$ cat config.mk
export PLATFORM = sky130hd
export DESIGN_NAME = debug_host_ctrl
export DESIGN_NICKNAME = d
export VERILOG_FILES = /design/src/rtl/debug_pkg.sv /design/src/rtl/debug_host_ctrl.sv
export SDC_FILE = /design/constraint.sdc
export NUM_CORES = 1
export LEC_CHECK = 0
export ABC_AREA = 0
export CAP_MARGIN = 20
export CORE_MARGIN = 5
export CORE_UTILIZATION = 33
export CTS_CLUSTER_SIZE = 8
export DETAILED_ROUTE_END_ITERATION = 12
export PLACE_DENSITY = 0.55
export SLEW_MARGIN = 20
export SYNTH_ARGS = -nofsm -noshare
export SYNTH_HDL_FRONTEND = slang
export SYNTH_SLANG_ARGS = --single-unit
$ cat constraint.sdc
create_clock -name clk -period 2.3 [get_ports clk]
set_input_delay 0.345 -clock clk [delete_from_list [all_inputs] [get_ports clk]]
set_output_delay 0.345 -clock clk [all_outputs]
set_load 0.01 [all_outputs]
$ cat src/rtl/debug_pkg.sv
// Shared encodings for the host debug link: opcodes, status bytes, harness
// command values and the host controller state type.
package debug_pkg;

  localparam logic [7:0] OP_LOAD    = 8'h01;
  localparam logic [7:0] OP_RUN     = 8'h02;
  localparam logic [7:0] OP_STEPI   = 8'h03;
  localparam logic [7:0] OP_STEPC   = 8'h04;
  localparam logic [7:0] OP_CLR_ROM = 8'h05;

  localparam logic [7:0] RESP_LOAD_OK = 8'hA1;
  localparam logic [7:0] RESP_CLR_OK  = 8'hA5;
  localparam logic [7:0] RESP_BAD_OP  = 8'hEE;

  localparam int unsigned RESP_DONE_BIT    = 7;
  localparam int unsigned RESP_EXIT_BIT    = 1;
  localparam int unsigned RESP_TIMEOUT_BIT = 0;

  localparam logic [3:0] DBG_NONE  = 4'd0;
  localparam logic [3:0] DBG_RUN   = 4'd1;
  localparam logic [3:0] DBG_STEPI = 4'd2;
  localparam logic [3:0] DBG_STEPC = 4'd3;

  typedef enum logic [2:0] {
    IDLE,
    LD_HDR,
    LD_DATA,
    CMD_ISSUE,
    CMD_WAIT,
    ROM_CLR,
    RESP
  } state_t;

  function automatic logic [3:0] op_to_dbg(input logic [7:0] op);
    logic [3:0] r;
    case (op)
      OP_RUN:   r = DBG_RUN;
      OP_STEPI: r = DBG_STEPI;
      OP_STEPC: r = DBG_STEPC;
      default:  r = DBG_NONE;
    endcase
    return r;
  endfunction

  function automatic logic [7:0] cmd_resp(input logic exited, input logic timed_out);
    logic [7:0] r;
    r                   = '0;
    r[RESP_DONE_BIT]    = 1'b1;
    r[RESP_EXIT_BIT]    = exited;
    r[RESP_TIMEOUT_BIT] = timed_out;
    return r;
  endfunction

endpackage

$ cat src/rtl/debug_host_ctrl.sv
// Host-side byte protocol decoder driving ROM programming and debug commands
// into debug_harness, returning one status byte per command.
module debug_host_ctrl
  import debug_pkg::*;
#(
  parameter int unsigned ADDR_W         = 12,
  parameter int unsigned TIMEOUT_CYCLES = 1000000
) (
  input  logic              clk,
  input  logic              reset,
  input  logic              rx_valid,
  output logic              rx_ready,
  input  logic [7:0]        rx_data,
  output logic              tx_valid,
  input  logic              tx_ready,
  output logic [7:0]        tx_data,
  output logic [3:0]        debug_cmd,
  output logic [ADDR_W-1:0] code_rom_addr_in,
  output logic [7:0]        code_rom_data_in,
  output logic              program_rom_mode,
  output logic              reset_code_rom_n,
  input  logic              command_complete,
  input  logic              exit_signal
);

  localparam int unsigned     CNT_W    = (TIMEOUT_CYCLES > 1) ? $clog2(TIMEOUT_CYCLES) : 1;
  localparam logic [CNT_W-1:0] CNT_LAST = CNT_W'(TIMEOUT_CYCLES - 1);

  state_t            state, state_d;
  logic [2:0]        hdr_idx, hdr_idx_d;
  logic [3:0]        addr_hi, addr_hi_d;
  logic [7:0]        len_hi, len_hi_d;
  logic [15:0]       remaining, remaining_d;
  logic [ADDR_W-1:0] wr_addr, wr_addr_d;
  logic [3:0]        cmd, cmd_d;
  logic [CNT_W-1:0]  wait_cnt, wait_cnt_d;
  logic [7:0]        resp, resp_d;

  logic [3:0]        debug_cmd_d;
  logic [ADDR_W-1:0] rom_addr_d;
  logic [7:0]        rom_data_d;
  logic              rom_we_d;
  logic              rom_clr_n_d;
  logic              rx_fire;

  // Gated by reset so no byte is consumed while the state register is still settling.
  assign rx_ready = !reset && ((state == IDLE) || (state == LD_HDR) || (state == LD_DATA));
  assign rx_fire  = rx_valid && rx_ready;
  assign tx_valid = (state == RESP);
  assign tx_data  = resp;

  always_comb begin
    state_d     = state;
    hdr_idx_d   = hdr_idx;
    addr_hi_d   = addr_hi;
    len_hi_d    = len_hi;
    remaining_d = remaining;
    wr_addr_d   = wr_addr;
    cmd_d       = cmd;
    wait_cnt_d  = wait_cnt;
    resp_d      = resp;
    debug_cmd_d = DBG_NONE;
    rom_addr_d  = code_rom_addr_in;
    rom_data_d  = code_rom_data_in;
    rom_we_d    = 1'b0;
    rom_clr_n_d = 1'b1;

    case (state)
      IDLE: begin
        if (rx_fire) begin
          case (rx_data)
            OP_LOAD: begin
              hdr_idx_d = '0;
              state_d   = LD_HDR;
            end
            OP_RUN, OP_STEPI, OP_STEPC: begin
              cmd_d   = op_to_dbg(rx_data);
              state_d = CMD_ISSUE;
            end
            OP_CLR_ROM: state_d = ROM_CLR;
            default: begin
              resp_d  = RESP_BAD_OP;
              state_d = RESP;
            end
          endcase
        end
      end

      LD_HDR: begin
        if (rx_fire) begin
          hdr_idx_d = hdr_idx + 3'd1;
          case (hdr_idx)
            3'd0:    addr_hi_d = rx_data[3:0];
            3'd1:    wr_addr_d = ADDR_W'({addr_hi, rx_data});
            3'd2:    len_hi_d  = rx_data;
            default: begin
              remaining_d = {len_hi, rx_data};
              if ({len_hi, rx_data} == 16'd0) begin
                resp_d  = RESP_LOAD_OK;
                state_d = RESP;
              end else begin
                state_d = LD_DATA;
              end
            end
          endcase
        end
      end

      LD_DATA: begin
        if (rx_fire) begin
          rom_we_d    = 1'b1;
          rom_addr_d  = wr_addr;
          rom_data_d  = rx_data;
          // Plain ADDR_W-bit increment gives the silent wrap at the top of the ROM.
          wr_addr_d   = wr_addr + ADDR_W'(1);
          remaining_d = remaining - 16'd1;
          if (remaining == 16'd1) begin
            resp_d  = RESP_LOAD_OK;
            state_d = RESP;
          end
        end
      end

      CMD_ISSUE: begin
        wait_cnt_d = '0;
        if (exit_signal) begin
          resp_d  = cmd_resp(1'b1, 1'b0);
          state_d = RESP;
        end else begin
          debug_cmd_d = cmd;
          state_d     = CMD_WAIT;
        end
      end

      CMD_WAIT: begin
        if (command_complete) begin
          resp_d  = cmd_resp(exit_signal, 1'b0);
          state_d = RESP;
        end else if (wait_cnt == CNT_LAST) begin
          resp_d  = cmd_resp(exit_signal, 1'b1);
          state_d = RESP;
        end else begin
          wait_cnt_d = wait_cnt + CNT_W'(1);
        end
      end

      ROM_CLR: begin
        rom_clr_n_d = 1'b0;
        resp_d      = RESP_CLR_OK;
        state_d     = RESP;
      end

      RESP: begin
        if (tx_ready) state_d = IDLE;
      end

      default: state_d = IDLE;
    endcase
  end

  always_ff @(posedge clk) begin
    if (reset) begin
      state            <= IDLE;
      hdr_idx          <= '0;
      addr_hi          <= '0;
      len_hi           <= '0;
      remaining        <= '0;
      wr_addr          <= '0;
      cmd              <= DBG_NONE;
      wait_cnt         <= '0;
      resp             <= '0;
      debug_cmd        <= DBG_NONE;
      code_rom_addr_in <= '0;
      code_rom_data_in <= '0;
      program_rom_mode <= 1'b0;
      reset_code_rom_n <= 1'b1;
    end else begin
      state            <= state_d;
      hdr_idx          <= hdr_idx_d;
      addr_hi          <= addr_hi_d;
      len_hi           <= len_hi_d;
      remaining        <= remaining_d;
      wr_addr          <= wr_addr_d;
      cmd              <= cmd_d;
      wait_cnt         <= wait_cnt_d;
      resp             <= resp_d;
      debug_cmd        <= debug_cmd_d;
      code_rom_addr_in <= rom_addr_d;
      code_rom_data_in <= rom_data_d;
      program_rom_mode <= rom_we_d;
      reset_code_rom_n <= rom_clr_n_d;
    end
  end

endmodule
# Word level (Yosys, flattened, before mapping)

Cells that the tools add are included.
Widths: inputs -> output; s select.

$add $sub $neg: 4
Reduce and logical (&&, ||, !) cells: 27
Muxes and demuxes: 41
Bitwise logic cells: 2
Equal/unequal tests: 29

Operators by type and width:

| operator              | count |
|---|---|
| $mux 8                | 10 |
| $mux 16               | 3 |
| $pmux 8 s6            | 1 |
| $mux 20               | 2 |
| $pmux 20 s2           | 1 |
| $mux 12               | 3 |
| $mux 3                | 12 |
| $pmux 16 s2           | 1 |
| $pmux 12 s2           | 1 |
| $pmux 3 s7            | 1 |
| $add 20x1->20 const B | 1 |
| $eq 20x20->1 const B  | 1 |
| $eq 16x1->1 const B   | 1 |
| $eq 8x2->1 const B    | 2 |
| $eq 8x3->1 const B    | 2 |
| $logic_not 16->1      | 1 |
| $ne 2x2->1 const B    | 8 |
| $sub 16x1->16 const B | 1 |
| $add 12x1->12 const B | 1 |
| $reduce_and 3->1      | 4 |
| $reduce_and 4->1      | 3 |
| $ne 2x1->1 const B    | 5 |
| $reduce_and 10->1     | 1 |
| $eq 3x2->1 const B    | 3 |
| 22 further kinds      | 34 |

Flip-flop bits (word level): 104
Input port bits: 14
Logic and storage cells: 117

# Logic depth before layout (Yosys ltp)

Gate-level depths: netlist of the first run.

Word-level depth: 7
Depth in mapped cells: 10
Gate-level depth less buffers: 8

# Worst setup path after synthesis of the first run

Ideal clock, no wire load.

Kind: reg2reg
Start point: register hdr_idx[0]
End point: register remaining[4]
Slack: 0.064 ns
Library setup time: 0.128 ns
Arrival time: 2.108 ns
Buffers on the path: 2
Cell stages (with the launch flop): 11
Cells stage by stage: dfxtp_1 inv_1 ha_1 clkbuf_1 nor3_1 o211ai_1 a211oi_2 clkbuf_1 nand2_1 a22oi_1 nor2_1

Longest elaborated chain between the ends: 4
Elaborated cells between the ends (all ways): 6
Classes of those cells: 3 x eq/ne; 3 x reduce/logical

RTL lines:

| what                                | RTL line               | text |
|---|---|---|
| start: declaration                  | debug_host_ctrl.sv:30  | `logic [2:0] hdr_idx, hdr_idx_d;` |
| start signal: assignment            | debug_host_ctrl.sv:179 | `hdr_idx <= hdr_idx_d;` |
| $eq 3x2->1 (tied with other cells)  | debug_host_ctrl.sv:92  | `case (hdr_idx)` |
| $reduce_or 3->1 (no source line) *  | -                      |  |
| $ne 2x2->1 (no source line) *       | -                      |  |
| $reduce_and 4->1 (no source line) * | -                      |  |
| end signal: assignment              | debug_host_ctrl.sv:182 | `remaining <= remaining_d;` |
| end: declaration                    | debug_host_ctrl.sv:33  | `logic [15:0] remaining, remaining_d;` |

Mark *: on every way between the ends. The rest lies on a longest branch, timed or not.
A chain may end at the register's enable or synchronous reset.

# Final worst setup path of the first run

Start point: register remaining[2]
End point: register state[0]

Longest elaborated chain between the ends: 3

RTL lines:

| what                              | RTL line               | text |
|---|---|---|
| $eq 16x1->1                       | debug_host_ctrl.sv:117 | `if (remaining == 16'd1) begin` |
| $ne 2x1->1 (no source line)       | -                      |  |
| $reduce_and 7->1 (no source line) | -                      |  |
| end signal: assignment            | debug_host_ctrl.sv:178 | `state <= state_d;` |
| end: declaration                  | debug_host_ctrl.sv:29  | `state_t state, state_d;` |

No other way between the ends.

==> qor.log, run 1 <==
INFO  drt            antenna_violating_nets_left=0
INFO  worst_setup_path criticalPathCategory=reg2reg
INFO  sta            fmax=453MHz
INFO  drt            route.detailed.vias_per_inst=5.36
INFO  grt            grt_use_total=0.154
INFO  logic_synthesis postSynthAreaPerCell=7.69um^2
INFO  die            io-pin-count=50
INFO  die            fp.dieW=132um
INFO  outcome        run_status=completed
INFO  worst_setup_path crit_path_end_kind=flip-flop
INFO  layout         area_growth_syn_to_layout=24.4%
INFO  sta            relSlewSlack=0.513
INFO  die            floorplan.initialDensity=0.336
INFO  layout         mostFrequentLayoutCells=sky130_fd_sc_hd__nand2_1 (101), sky130_fd_sc_hd__dfxtp_1 (98), sky130_fd_sc_hd__a21oi_1 (78), sky130_fd_sc_hd__nor2_1 (49), sky130_fd_sc_hd__buf_4 (47)
INFO  worst_setup_path crit_family=compound AO/OA/AOI/OAI gates
INFO  logic_synthesis synth_cell_type_count=59
INFO  clock_tree     cts.sinks=98
INFO  sta            worstMarginPinSlew=0.730ns
INFO  clock_tree     path_clk_slew=0.07ns
INFO  logic_synthesis synth-simple-area-share=0.269
INFO  logic_synthesis netlist.area_leader.share=0.402
INFO  logic_synthesis synth_adder_area_share=0.0205
INFO  drt            route.vias.total=4747
INFO  logic_synthesis synth_edf_count=0
INFO  place          post-place-ws=-0.486ns
INFO  grt            grt_overflow_total=0
INFO  clock_tree     tritoncts=yes
INFO  logic_synthesis synthFlopType=sky130_fd_sc_hd__dfxtp_1
INFO  clock_tree     worst_skew_pair.late_latency=0.35ns
INFO  clock_tree     cts_max_path_buffers=2
INFO  worst_setup_path timing.critical_path.slowest_cell_delay=0.49ns
INFO  power          ir_drop=467uV
INFO  logic_synthesis yosys.area_share.xor_xnor=0.0215
INFO  worst_setup_path cp_cell_sequence=or2_0 -> or4_1 -> o41ai_4 -> o311ai_2 -> buf_4 -> o41ai_1
INFO  logic_synthesis synthDominantAreaCellType=sky130_fd_sc_hd__dfxtp_1
INFO  logic_synthesis synth-seq-cells=98
INFO  die            vertical_extent_of_the_die=132um
INFO  logic_synthesis synth_compound_gate_area_share=0.222
INFO  logic_synthesis yosys_synthesis_warning_count=0
INFO  sta            timing_max_transition_violations_final=0
INFO  worst_setup_path path_max_fanout=3
INFO  power          post-layout-total-power=4.24mW
INFO  place          io_buffers=46
INFO  die            core_area=0.0145mm^2
INFO  place          place_congestion=0.825
INFO  worst_setup_path startpoint=remaining[2]
INFO  logic_synthesis async_reset_ff_frac=0
INFO  clock_tree     post-cts-setup-buffer-count=0
INFO  logic_synthesis synth.area.mux_share=0.00410
INFO  power          static-leakage-power=2.10nW
INFO  clock_tree     clockRootBuffer=sky130_fd_sc_hd__clkbuf_16
INFO  layout         drive_above_1_share=0.114
INFO  layout         nNetsFinal=719
INFO  logic_synthesis mappedNetlistArea=0.00488mm^2
INFO  clock_tree     numCtsBuffers=9
INFO  logic_synthesis synth_area_leaders=sky130_fd_sc_hd__dfxtp_1 (40%), sky130_fd_sc_hd__a21oi_1 (8.0%), sky130_fd_sc_hd__nand2_1 (7.8%)
INFO  drt            drt_iter0_drc=308
INFO  worst_setup_path timing.critical_path.required=2.53ns
INFO  layout         antennaDiodeCount=0
INFO  layout         final_util=0.418
INFO  worst_setup_path timing.critical_path.slowest_stage_cell=sky130_fd_sc_hd__or4_1
INFO  layout         layout.cells.most_common=sky130_fd_sc_hd__nand2_1
INFO  sta            post-route-worst-setup-slack=0.0946ns
INFO  grt            via_count_of_the_first_global_routing_pass=4456
INFO  drt            routedWlPerCell=15.2um
INFO  place          hpwlAfterDp=9730um
INFO  drt            remaining_drc_errors=0
INFO  worst_hold_path timing.hold.worst.class=in2reg
INFO  worst_setup_path setup.worst_path.start_class=flip-flop
INFO  sta            rsz0062_at_grt=false
INFO  logic_synthesis syn_inst=635
INFO  die            core.rowCount=44
INFO  clock_tree     cts_hold_buffers=0
INFO  drt            drt_first_pass_iters=5
INFO  sta            timing.final.setup_violations=0
INFO  worst_hold_path startpoint_of_the_tightest_hold_check_path=reset
INFO  grt            initial_antenna_violation_count=0
INFO  sta            layout_min_cycle_time=2.21ns
INFO  logic_synthesis synth_sequential_area_ratio=0.402
INFO  worst_setup_path worst_reg2reg_path_startpoint=remaining[2]
INFO  grt            grt_max_degree=70
INFO  power          power.density_cell_area=698mW/mm^2
INFO  run            max_capacitance_violation_total=0
INFO  logic_synthesis combinational_family_with_the_most_area_after_synthesis=simple AND/OR/NAND/NOR gates
INFO  sta            timing_hold_violations_final=0
INFO  die            fp.dieArea=0.0173mm^2
INFO  layout         fillers=1513
INFO  sta            period_share=0.959
INFO  sta            timing.clock.skew=0.00889ns
INFO  worst_setup_path cp_data_arrival_time=2.44ns
INFO  grt            grt_pass1_wl=22500um
INFO  clock_tree     htree_num_levels=3
INFO  worst_setup_path path_buf_inv=1
INFO  drt            drt_wl_total=13500um
==> metrics by stage <==
step / std cells / area, um^2 / hold WS, ns / setup TNS (ns)
floorplan: 637 / 4890 / 0.422 / 0
global placement: 870 / 5730 / 0.446 / -5.00
detailed placement: 870 / 5730 / 0.448 / -5.55
CTS: 885 / 6050 / 0.446 / 0
global route: 885 / 6070 / 0.474 / 0
finish: 885 / 6070 / 0.443 / 0
==> what timing repair did <==
| action | CTS | global route |
|---|---|---|
| pin swaps | 2 | 0 |
| setup endpoints to repair | 13 | 14 |
| resized for setup | 3 | 4 |
| hold endpoints to repair | 0 | 0 |
| cloned | 0 | 0 |
==> sequential cells by signal, indices dropped and copies added, names as in the netlist <==
| signal | count |
|---|---|
| wait_cnt | 20 |
| remaining | 16 |
| code_rom_addr_in | 12 |
| wr_addr | 12 |
| code_rom_data_in | 8 |
| len_hi | 8 |
| tx_data | 6 |
| addr_hi | 4 |
| hdr_idx | 3 |
| state | 3 |
| cmd | 2 |
| debug_cmd | 2 |
| program_rom_mode | 1 |
| reset_code_rom_n | 1 |
==> kinds of logic after synthesis <==
| family | count (synthesis) |
|---|---|
| AO/OA/AOI/OAI | 181 |
| XOR/XNOR | 12 |
| adder cells (fa/ha/maj) | 8 |
| buffers and inverters | 62 |
| flip-flops | 98 |
| multiplexers | 2 |
| other | 1 |
| AND/OR/NAND/NOR | 271 |
==> worst reg2reg max path: stages (launching register included) <==
cell                       delay, ns
sky130_fd_sc_hd__dfxtp_1        0.31
sky130_fd_sc_hd__or2_0          0.25
sky130_fd_sc_hd__or4_1          0.49
sky130_fd_sc_hd__o41ai_4        0.31
sky130_fd_sc_hd__o311ai_2       0.20
sky130_fd_sc_hd__buf_4          0.17
sky130_fd_sc_hd__o41ai_1        0.36
==> cell type report <==
class,count,area (um^2),area share
Multi-Input combinational cell,477,2680,0.441
Sequential cell,98,1960,0.323
Timing Repair Buffer,95,848,0.140
Clock buffer,11,243,0.0400
Tap cell,184,230,0.0379
Inverter,16,60.1,0.00989
Clock inverter,4,52.6,0.00865
==> final timing paths <==
check	cells past startpoint	to	slack, ns
setup / recovery	6	state[0]	0.09
hold / removal	3	code_rom_addr_in[0]	0.44
setup reg to reg	6	state[0]	0.09
hold reg to reg	2	code_rom_addr_in[10]	0.45
==> cells in the mapped netlist, types with 3 or more instances <==
| library cell | instances |
|---|---|
| sky130_fd_sc_hd__buf_4 | 5 |
| sky130_fd_sc_hd__nand4_1 | 14 |
| sky130_fd_sc_hd__nor2_1 | 49 |
| sky130_fd_sc_hd__xor2_1 | 9 |
| sky130_fd_sc_hd__or4_1 | 4 |
| sky130_fd_sc_hd__xnor2_1 | 3 |
| sky130_fd_sc_hd__nand2_1 | 101 |
| sky130_fd_sc_hd__o211ai_1 | 3 |
| sky130_fd_sc_hd__clkbuf_1 | 34 |
| sky130_fd_sc_hd__and4_1 | 3 |
| sky130_fd_sc_hd__a22oi_1 | 10 |
| sky130_fd_sc_hd__a311oi_1 | 6 |
| sky130_fd_sc_hd__o21ai_0 | 46 |
| sky130_fd_sc_hd__inv_1 | 16 |
| sky130_fd_sc_hd__a211oi_1 | 9 |
| sky130_fd_sc_hd__o31ai_1 | 6 |
| sky130_fd_sc_hd__nor4_1 | 10 |
| sky130_fd_sc_hd__ha_1 | 8 |
| sky130_fd_sc_hd__dfxtp_1 | 98 |
| sky130_fd_sc_hd__a21oi_1 | 78 |
| sky130_fd_sc_hd__clkbuf_8 | 3 |
| sky130_fd_sc_hd__or3_1 | 15 |
| sky130_fd_sc_hd__nor3_1 | 12 |
| sky130_fd_sc_hd__and3_1 | 6 |
| sky130_fd_sc_hd__nand3_1 | 32 |
| sky130_fd_sc_hd__a31oi_1 | 3 |
| sky130_fd_sc_hd__nand2b_1 | 7 |
| sky130_fd_sc_hd__nand3b_1 | 4 |
==> routing by layer <==
metal  vias up  global-route usage  share of wire
li1       2387                   -              -
met1      2249               0.202           0.48
met2        98               0.253           0.47
met3        13              0.0302          0.035
met4         0              0.0566          0.014
met5         -                   0              0
==> power by group <==
part / switching [mW] / internal (mW)
Clock: 0.654 / 0.869
Combinational: 0.516 / 0.379
Sequential: 0.0615 / 1.76
No activity file was read; power rests on OpenSTA's default activity.
==> run 2, diff against run 1 <==
Settings changed: CORE_MARGIN 5 to not set, SLEW_MARGIN 20 to not set.
==> run 2 against run 1 <==
  * Sequential share of layout area about the same
  * Setup slack worse by 0.075 ns
  * Sequential power about the same
  * Via count up 0.57%
  * Highest routed layer unchanged
  * Count of clock-buffer cells in the layout unchanged
  * Non-clock buffer count down 2
==> qor.log, run 2 (same netlist as run 1, synthesis figures left out) <==
INFO  outcome        run_status=completed
INFO  die            core_area=0.0145mm^2 [-0.38%]
INFO  grt            grt_overflow_total=0 [unchanged]
INFO  drt            drt_iter0_drc=346 [+12%]
INFO  layout         area_growth_syn_to_layout=24.3% [about the same]
INFO  worst_hold_path worst_hold_path.num_cells=2 [-1]
INFO  sta            timing.setup.tns=0ns [unchanged]
INFO  drt            drt_wl_total=13600um [+0.67%]
INFO  drt            route.vias.total=4774 [+0.57%]
INFO  worst_setup_path criticalPathCategory=reg2reg
INFO  layout         fillers=1485 [-1.9%]
INFO  drt            m1WireLength=6380um [-1.8%]
INFO  die            core.rowCount=44 [unchanged]
INFO  layout         largestRegisters=wait_cnt: 20 flops, remaining: 16 flops
INFO  layout         largest_register_ff_count=20 [unchanged]
INFO  power          sw_frac_of_total=0.301 [+0.0107]
INFO  clock_tree     numCtsBuffers=9 [unchanged]
INFO  layout         stdcell_count=884 [-0.11%]
INFO  place          place_congestion=0.790 [-4.2%]
INFO  place          hpwlAfterDp=9540um [-2.0%]
INFO  power          static-leakage-power=2.11nW [+0.27%]
INFO  power          share_comb_of_total_power=0.214 [+0.003]
INFO  worst_hold_path timing.hold.worst.class=reg2reg
INFO  worst_setup_path worst_reg2reg_path_startpoint=remaining[2]
INFO  place          placed_cells_incl_taps=867 [-0.34%]
INFO  run            max_capacitance_violation_total=0 [unchanged]
INFO  clock_tree     clockRootBuffer=sky130_fd_sc_hd__clkbuf_16
INFO  worst_setup_path cp_data_arrival_time=2.56ns [+0.12 ns]
INFO  sta            timing_hold_violations_final=0 [unchanged]
INFO  die            fp.dieW=124um [-6.1%]
INFO  clock_tree     cts_max_path_buffers=2 [unchanged]
INFO  layout         antennaDiodeCount=0 [unchanged]
INFO  sta            timing.final.setup_violations=0 [unchanged]
INFO  worst_setup_path r2r_setup_slack=0.02ns [-0.07 ns]
INFO  sta            relSlewSlack=0.485 [-0.0279]
INFO  layout         mostFrequentLayoutCells=sky130_fd_sc_hd__nand2_1 (101), sky130_fd_sc_hd__dfxtp_1 (98), sky130_fd_sc_hd__a21oi_1 (78), sky130_fd_sc_hd__nor2_1 (49), sky130_fd_sc_hd__o21ai_0 (46)
INFO  power          net-switching-power=1.26mW [+2.4%]
INFO  grt            grt_pass1_wl=22000um [-2.1%]
INFO  sta            timing.clock.skew=0.00811ns [-0.000776 ns]
INFO  drt            route.detailed.vias_per_inst=5.40 [+0.68%]
INFO  layout         nNetsFinal=717 [-0.28%]
INFO  power          internal_power=2.93mW [-2.7%]
INFO  clock_tree     path_clk_slew=0.07ns [about the same]
INFO  clock_tree     cts_hold_buffers=0 [unchanged]
INFO  sta            layout_min_cycle_time=2.28ns [+0.0749 ns]
INFO  drt            wl_met3=480um [+2.3%]
INFO  sta            timing_max_transition_violations_final=0 [unchanged]
INFO  die            io-pin-count=50 [unchanged]
INFO  sta            worstMarginPinSlew=0.772ns [+0.0419 ns]
INFO  clock_tree     htree_num_levels=3 [unchanged]
INFO  power          power.density_cell_area=690mW/mm^2 [-1.2%]
INFO  sta            rsz0062_at_grt=true
INFO  worst_setup_path r2r-end=state[1]
INFO  clock_tree     tritoncts=yes
INFO  worst_setup_path crit_path_end_kind=flip-flop
INFO  place          io_buffers=46 [unchanged]
INFO  drt            routedWlPerCell=15.4um [+0.78%]
INFO  worst_setup_path rr_worst_depth=6 [unchanged]
INFO  drt            drt_first_pass_iters=5 [unchanged]
INFO  worst_setup_path timing.critical_path.required=2.58ns [+0.05 ns]
INFO  grt            initial_antenna_violation_count=0 [unchanged]
INFO  grt            via_count_of_the_first_global_routing_pass=4416 [-0.90%]
INFO  power          seq_power_share=0.433 [+0.003]
INFO  power          clockPowerShare=0.353 [-0.006]
INFO  drt            antenna_violating_nets_left=0 [unchanged]
INFO  worst_hold_path worst_hold_path_endpoint=code_rom_addr_in[2]
INFO  die            vertical_extent_of_the_die=124um [-6.1%]
INFO  worst_setup_path setup.worst_path.start_class=flip-flop
INFO  die            fp.dieArea=0.0153mm^2 [-12%]
INFO  layout         layout.cells.most_common=sky130_fd_sc_hd__nand2_1
INFO  drt            top_signal_layer_used=met4
INFO  clock_tree     cts.sinks=98 [unchanged]
INFO  layout         drive_above_1_share=0.114 [+0.000163]
INFO  layout         largest-register=wait_cnt
INFO  clock_tree     worst_skew_pair.late_latency=0.35ns [about the same]
INFO  sta            period_share=0.991 [+0.0326]
INFO  worst_setup_path path_max_fanout=4 [+1]
INFO  drt            remaining_drc_errors=0 [unchanged]
INFO  sta            fmax=439MHz [-3.3%]
INFO  power          ir_drop=417uV [-11%]
INFO  drt            route.met2.wl=6440um [+1.7%]
INFO  grt            grt_max_degree=55 [-21%]
INFO  worst_hold_path startpoint_of_the_tightest_hold_check_path=code_rom_addr_in[2]
INFO  die            floorplan.initialDensity=0.337 [+0.00128]
INFO  grt            grt_use_total=0.186 [+0.0313]
run 2: layout make-up:
class                           instances  area [um^2]  area share
Multi-Input combinational cell        477         2700       0.444
Sequential cell                        98         1960       0.323
Timing Repair Buffer                   93          833       0.137
Clock buffer                           11          253      0.0416
Tap cell                              184          230      0.0379
Inverter                               16         60.1     0.00989
Clock inverter                          5         37.5     0.00618
run 2: power by group through the flow:
stage	combinational, mW	sequential (mW)	clock [mW]
floorplan	0.535	1.86	0
global placement	0.848	1.85	0
detailed placement	0.858	1.85	0
CTS	0.863	1.81	1.52
global route	0.993	1.82	1.60
finish	0.897	1.81	1.48
run 2: worst max path at each step:
stage	cells after the start	from	to	slack, ns
CTS	6	remaining[2]	state[1]	0.02
floorplan	10	hdr_idx[0]	remaining[4]	0.06
detailed placement	8	rx_data[7]	tx_data[5]	-0.15
finish	6	remaining[2]	state[1]	0.02
global route	6	remaining[2]	state[1]	-0.07
global placement	8	rx_data[7]	tx_data[2]	-0.07
run 2: worst max-delay path, stage by stage, from the launching register on:
cell                       delay, ns
sky130_fd_sc_hd__dfxtp_1        0.31
sky130_fd_sc_hd__or2_0          0.24
sky130_fd_sc_hd__or4_1          0.49
sky130_fd_sc_hd__o41ai_4        0.41
sky130_fd_sc_hd__o311ai_2       0.23
sky130_fd_sc_hd__or3_1          0.40
sky130_fd_sc_hd__a21oi_1        0.14
run 2: timing repair:
action	in CTS	in global routing
buffers inserted	0	1
endpoints found under the hold margin	0	0
gates resized for setup	0	9
endpoints found under the setup margin	0	12
run 2: routing by layer:
metal,up-vias,global-route usage
li1,2388,-
met1,2272,0.241
met2,95,0.303
met3,19,0.0380
met4,0,0.0663
met5,-,0
run 2: metrics by stage:
step / hold slack, ns / cell area (um^2) / power (mW) / worst slack, ns / utilization
after floorplan: 0.422 / 4890 / 2.39 / 0.0643 / -
after global placement: 0.446 / 5710 / 2.70 / -0.0722 / 0.394
after detailed placement: 0.448 / 5710 / 2.71 / -0.150 / 0.394
after CTS: 0.458 / 6000 / 4.20 / 0.0211 / 0.414
after global routing: 0.480 / 6070 / 4.41 / -0.0654 / 0.419
final: 0.455 / 6070 / 4.19 / 0.0196 / 0.419
